===== src/rtl/uart_tx.sv =====
// UART transmitter: start bit, DBIT data bits LSB first, optional parity bit,
// and a stop bit of SB_TICK ticks, all paced by a 16x oversampling S_TICK.
module uart_tx #(
  parameter int DBIT       = 8,
  parameter int SB_TICK    = 16,
  parameter int PARITY_EN  = 0,
  parameter int PARITY_ODD = 0
) (
  input  logic            i_CLK,
  input  logic            i_RST,
  input  logic            S_TICK,
  input  logic            TX_START,
  input  logic [DBIT-1:0] DIN,
  output logic            TX,
  output logic            TX_BUSY,
  output logic            TX_DONE
);

  localparam int S_W = $clog2(SB_TICK > 16 ? SB_TICK : 16);
  localparam int N_W = $clog2(DBIT);

  typedef enum logic [2:0] {IDLE, START, DATA, PARITY, STOP} state_t;

  state_t          state, state_next;
  logic [S_W-1:0]  s, s_next;
  logic [N_W-1:0]  n, n_next;
  logic [DBIT-1:0] shreg, shreg_next;
  logic            par, par_next;
  logic            tx_reg, tx_next;
  logic            done_reg, done_next;

  function automatic logic parity_of(input logic [DBIT-1:0] d);
    return (^d) ^ (PARITY_ODD != 0);
  endfunction

  always_ff @(posedge i_CLK or posedge i_RST) begin
    if (i_RST) begin
      state    <= IDLE;
      s        <= '0;
      n        <= '0;
      shreg    <= '0;
      par      <= 1'b0;
      tx_reg   <= 1'b1;
      done_reg <= 1'b0;
    end else begin
      state    <= state_next;
      s        <= s_next;
      n        <= n_next;
      shreg    <= shreg_next;
      par      <= par_next;
      tx_reg   <= tx_next;
      done_reg <= done_next;
    end
  end

  always_comb begin
    state_next = state;
    s_next     = s;
    n_next     = n;
    shreg_next = shreg;
    par_next   = par;
    done_next  = 1'b0;
    tx_next    = 1'b1;
    case (state)
      IDLE: begin
        if (TX_START) begin
          state_next = START;
          s_next     = '0;
          n_next     = '0;
          shreg_next = DIN;
          // Parity is taken from the whole word before it is shifted out.
          par_next   = parity_of(DIN);
        end
      end
      START: begin
        if (S_TICK) begin
          if (s == S_W'(15)) begin
            s_next     = '0;
            state_next = DATA;
          end else begin
            s_next = s + 1'b1;
          end
        end
      end
      DATA: begin
        if (S_TICK) begin
          if (s == S_W'(15)) begin
            s_next     = '0;
            shreg_next = shreg >> 1;
            if (n == N_W'(DBIT - 1)) begin
              state_next = (PARITY_EN != 0) ? PARITY : STOP;
            end else begin
              n_next = n + 1'b1;
            end
          end else begin
            s_next = s + 1'b1;
          end
        end
      end
      PARITY: begin
        if (S_TICK) begin
          if (s == S_W'(15)) begin
            s_next     = '0;
            state_next = STOP;
          end else begin
            s_next = s + 1'b1;
          end
        end
      end
      STOP: begin
        if (S_TICK) begin
          if (s == S_W'(SB_TICK - 1)) begin
            s_next     = '0;
            state_next = IDLE;
            done_next  = 1'b1;
          end else begin
            s_next = s + 1'b1;
          end
        end
      end
      default: state_next = IDLE;
    endcase
    // Line level is registered from the state being entered, so TX never
    // sees a combinational path from the inputs.
    case (state_next)
      START:   tx_next = 1'b0;
      DATA:    tx_next = shreg_next[0];
      PARITY:  tx_next = par_next;
      default: tx_next = 1'b1;
    endcase
  end

  assign TX      = tx_reg;
  assign TX_BUSY = (state != IDLE);
  assign TX_DONE = done_reg;

endmodule


===== config.mk =====
export PLATFORM = sky130hd
export DESIGN_NAME = uart_tx
export DESIGN_NICKNAME = d
export VERILOG_FILES = /design/src/rtl/uart_tx.sv
export SDC_FILE = /design/constraint.sdc
export NUM_CORES = 1
export LEC_CHECK = 0
export ABC_AREA = 1
export CORE_MARGIN = 4
export CORE_UTILIZATION = 45
export CTS_BUF_LIST = sky130_fd_sc_hd__clkbuf_4
export CTS_CLUSTER_DIAMETER = 120
export DETAILED_ROUTE_END_ITERATION = 8
export GPL_TIMING_DRIVEN = 0
export PLACE_DENSITY = 0.7
export SLEW_MARGIN = 30
export SYNTH_ARGS = -nofsm -noshare
export SYNTH_HDL_FRONTEND = slang
export SYNTH_SLANG_ARGS = --single-unit

===== constraint.sdc =====
create_clock -name i_CLK -period 1.6 [get_ports i_CLK]
set_input_delay 0.24 -clock i_CLK [delete_from_list [all_inputs] [get_ports i_CLK]]
set_output_delay 0.24 -clock i_CLK [all_outputs]
set_load 0.05 [all_outputs]

---- Word level (Yosys, flattened, before mapping) ----
Cells that the tools add are included.
word-level totals
  register bits after elaboration ......... 21
  output and inout bits ................... 3
cells by class
  add/subtract/negate cells ............... 2
  equality and inequality tests ........... 14
  muxes and demuxes ....................... 30
  reduce and logical (&&, ||, !) cells .... 9
operator list
  kind                 count
  $mux 3               14
  $mux 8               3
  $pmux 8 s2           1
  $pmux 3 s5           1
  $eq 3x2->1 const B   4
  $mux 4               3
  $ne 2x2->1 const B   4
  $pmux 4 s2           1
  $reduce_xor 8->1     1
  $eq 3x1->1 const B   2
  $eq 3x3->1 const B   2
  $pmux 3 s2           1
  $mux 1               5
  $reduce_and 5->1     1
  $add 4x1->4 const B  1
  $eq 4x4->1 const B   1
  $reduce_and 4->1     1
  $reduce_bool 2->1    2
  $reduce_or 4->1      1
  $add 3x1->3 const B  1
  $logic_not 3->1      1
  $pmux 1 s3           1
  $reduce_and 3->1     1
  $reduce_bool 3->1    1
  $ne 2x1->1 const B   1

---- Longest topological paths before layout ----
  word-level depth ........................ 7
  gate-level depth with buffers ........... 10

---- Least setup slack after synthesis ----
No wires, ideal clock.
  kind .................................... register to register
  start ................................... register s[0]
  end ..................................... register n[0]
  library setup time ...................... 121 ps
  arrival time ............................ 1,197 ps
  required time ........................... 1,479 ps
  path slack .............................. 283 ps
  stages on the path, launching flop included .. 9
  path buffers ............................ 0
  clock period less this slack ............ 1,317 ps
  cell sequence ........................... dfrtp_1 > ha_1 > nand3_2 > nor2_4 > nand2_2 > nand2_4 > nand2_2 > nand2_1 > o21ai_1
between the ends
  longest elaborated chain between the ends .. 3
RTL lines
  element                     RTL line  text
  start: declaration          25        logic [S_W-1:0] s, s_next;
  start signal: assignment    47        s <= s_next;
  $eq 4x4->1                  87        if (s == S_W'(15)) begin
  $ne 2x2->1 (no line)        n/a
  $reduce_and 5->1 (no line)  n/a
  end signal: assignment      48        n <= n_next;
  end: declaration            26        logic [N_W-1:0] n, n_next;
No other way between the ends.
A chain may end at the register's enable or synchronous reset.

---- Final worst setup path ----
  start ................................... register state[2]
  end ..................................... output TX_BUSY
between the ends
  longest elaborated chain between the ends .. 1
RTL lines
  element                   RTL line  text
  start: declaration        24        state_t state, state_next;
  start signal: assignment  46        state <= state_next;
  $reduce_bool 3->1         134       assign TX_BUSY = (state != IDLE);
  end: declaration          15        output logic TX_BUSY,
No other way between the ends.

==> flow_summary.toml <==
[outcome]
outcome = "completed"

[place]
post-dp-hpwl_mm = 2.03
port_buffers = 14
post-place-ws_ps = -120
routabilityCongestion = 0.889

[routing]
avgViaCountPerCell = 5.04
dr_wl_met2_mm = 1.32
post-route-drc-count = 0
drt-met1-wl_mm = 1.18
postRouteAntennaNets = 0
avgRoutedWirePerCell_um = 11.5
drt_iter0_drc = 30
drt_pre_antenna_iters = 6
wl_mm = 2.61
num_vias = 1145
dr_wl_met3_um = 75
dr.max_layer_used = "met4"

[worst_setup_path]
crit_path_top_delay_cell = "dfrtp_1"
cp.arrival_ps = 1300
crit_fanout = 4
worstPathRequired_ps = 1360
cp-start-kind = "flip-flop"
critical_path_class = "flip-flop to primary output"
crit_chain = "inv_2 -> nand2_1 -> nor2_4 -> inv_1 -> buf_2"
critical-path-max-stage-delay_ps = 460
crit_path_end_kind = "primary output"

[cts]
cts_buffers = 3
ctsHtreeMaxLevel = 1
clock_sinks = 21
path_clk_slew_ps = 110
cts-root-buf = "clkbuf_4"
clkLatencyLatePin_ps = 300
cts_tree = "done"
clk_path_buf_depth = 2

[timing]
tns_ps = 0
rsz0062_at_grt = "yes"
worst_slack_ps = 60.1
setup_violations = 0
post-route-period-util_pct = 96.2
drv_slew = 0
min_period_ps = 1540
clock.fmax_ghz = 0.649
relSlewSlack_pct = 47.7
hold_violations = 0
fin_skew_ps = 4.41
worst_pin_slew_ps = 783

[logic_synthesis]
synth-edff-count = 0
ys_types = 29
synth_seq_cells = 21
syn-num-nets = 192
yosysWarnings = 0
avgSynthCellArea_um2 = 7.51
ys_seq_area_share_pct = 39.6
async_flop_share_pct = 100
synth_cells = 177
synthFlopType = "dfrtp_1"
syn-cell-area_um2 = 1330

[floorplan]
fp.dieArea_um2 = 3890
die_h_um = 62.3
coreArea_um2 = 2780
ios = 15
start_util_pct = 47.8
die_x_um = 62.3
row_count = 19

[grt]
grt_max_degree = 22
grt_pass1_vias = 1057
antenna_found_initial = 0
grt-ovfl-total = 0
grt_use_total_pct = 13.8
grt_pass1_wl_mm = 4.52

[hold_path]
hold_class = "input port to asynchronous set/reset pin"

[flow_run]
cap_violations = 0

[pwr]
vdd_drop_max_uv = 642
power_density_nw_per_um2 = 1110
p_total_w = 0.00175
leakagePower_nw = 0.861

[final_layout]
fin_nets = 212
insertedDiodeCount = 0
final_common_cell = "nand2_1"
area_delta_synth_final_pct = 18.2
utilization_pct = 56.5
layout_common_cells = "59 x nand2_1, 28 x inv_1, 19 x dfrtp_1"
drive_above_1_share_pct = 17.9
## power breakdown
part           total [W]  leakage (nW)  internal [W]  switching, W
combinational   0.000662         0.580      0.000283      0.000379
sequential      0.000816         0.263      0.000706      0.000111
clock           0.000267        0.0184      0.000114      0.000153
total            0.00175         0.861       0.00110      0.000643
## worst max-delay path: cells and delay by family, from the launching register on
family | cells | cell delay, ps
buffers and inverters | 3 | 340
AND/OR/NAND/NOR | 2 | 210
flip-flops | 1 | 460
## metal layers
layer	vias up	global-route usage, %
met2	11	24.1
met3	4	3.42
met5	-	0
met1	534	16.7
met4	0	3.98
li1	596	-
## registers in the layout, indices dropped and copies added, names as in the netlist
name,flops
shreg,8
s,4
n,3
state,3
TX,1
TX_DONE,1
par,1
## cells in the mapped netlist (2+ instances only)
| master | number | area (um^2) |
|---|---|---|
| inv_2 | 4 | 15.0 |
| o21ai_1 | 3 | 15.0 |
| nand3_2 | 4 | 40.0 |
| o221ai_1 | 6 | 52.6 |
| nand3_1 | 8 | 40.0 |
| inv_1 | 28 | 105 |
| nand2_2 | 4 | 25.0 |
| nand2_1 | 61 | 229 |
| nand2_4 | 2 | 22.5 |
| nor2_2 | 2 | 12.5 |
| nor2_1 | 8 | 30.0 |
| nand4_1 | 2 | 12.5 |
| o21ai_0 | 7 | 35.0 |
| or2_0 | 2 | 12.5 |
| dfrtp_1 | 20 | 500 |
| ha_1 | 3 | 37.5 |
## stage by stage
stage / std cells / cell area [um^2] / hold WS (ps)
2_1_floorplan: 177 / 1330 / 216
3_3_place_gp: 222 / 1510 / 471
3_5_place_dp: 222 / 1510 / 493
4_1_cts: 226 / 1530 / 391
5_1_grt: 227 / 1570 / 433
6_report: 227 / 1570 / 370
## cell families (layout without fill, tap and decap cells)
logic type      after synthesis  in the layout  synth area share, %
flops                        21             21                 39.6
compound gates               21             21                 11.9
simple gates                 97             97                 34.9
fa+ha+maj                     3              3                 2.83
xor+xnor                      2              2                 1.32
buf+inv                      33             52                 9.42
## worst paths after layout
check	end	from	slack [ps]	cells past startpoint
hold / removal	shreg[5]	i_RST	370	2
setup reg to reg	TX	s[0]	100	8
max in group asynchronous	state[0]	i_RST	700	2
hold reg to reg	shreg[3]	shreg[4]	510	2
setup / recovery	TX_BUSY	state[2]	60	5
min in group i_CLK	shreg[3]	shreg[4]	510	2
## area by class of cell
cell class	count	area [um^2]
Buffer	1	5.00
Clock buffer	4	30.0
Tap cell	31	38.8
Multi-Input combinational cell	123	712
Timing Repair Buffer	15	136
Fill cell	259	1210
Inverter	32	120
Sequential cell	21	528
## what timing repair did
| action | CTS | global route |
|---|---|---|
| pin swaps | 0 | 1 |
| gates cloned | 0 | 0 |
| hold buffers | 0 | 0 |
| buffers inserted | 0 | 1 |
| setup endpoints to repair | 3 | 6 |
| endpoints found under the hold margin | 0 | 0 |
| resized for setup | 8 | 9 |
Power figures use the tool's default switching activity.
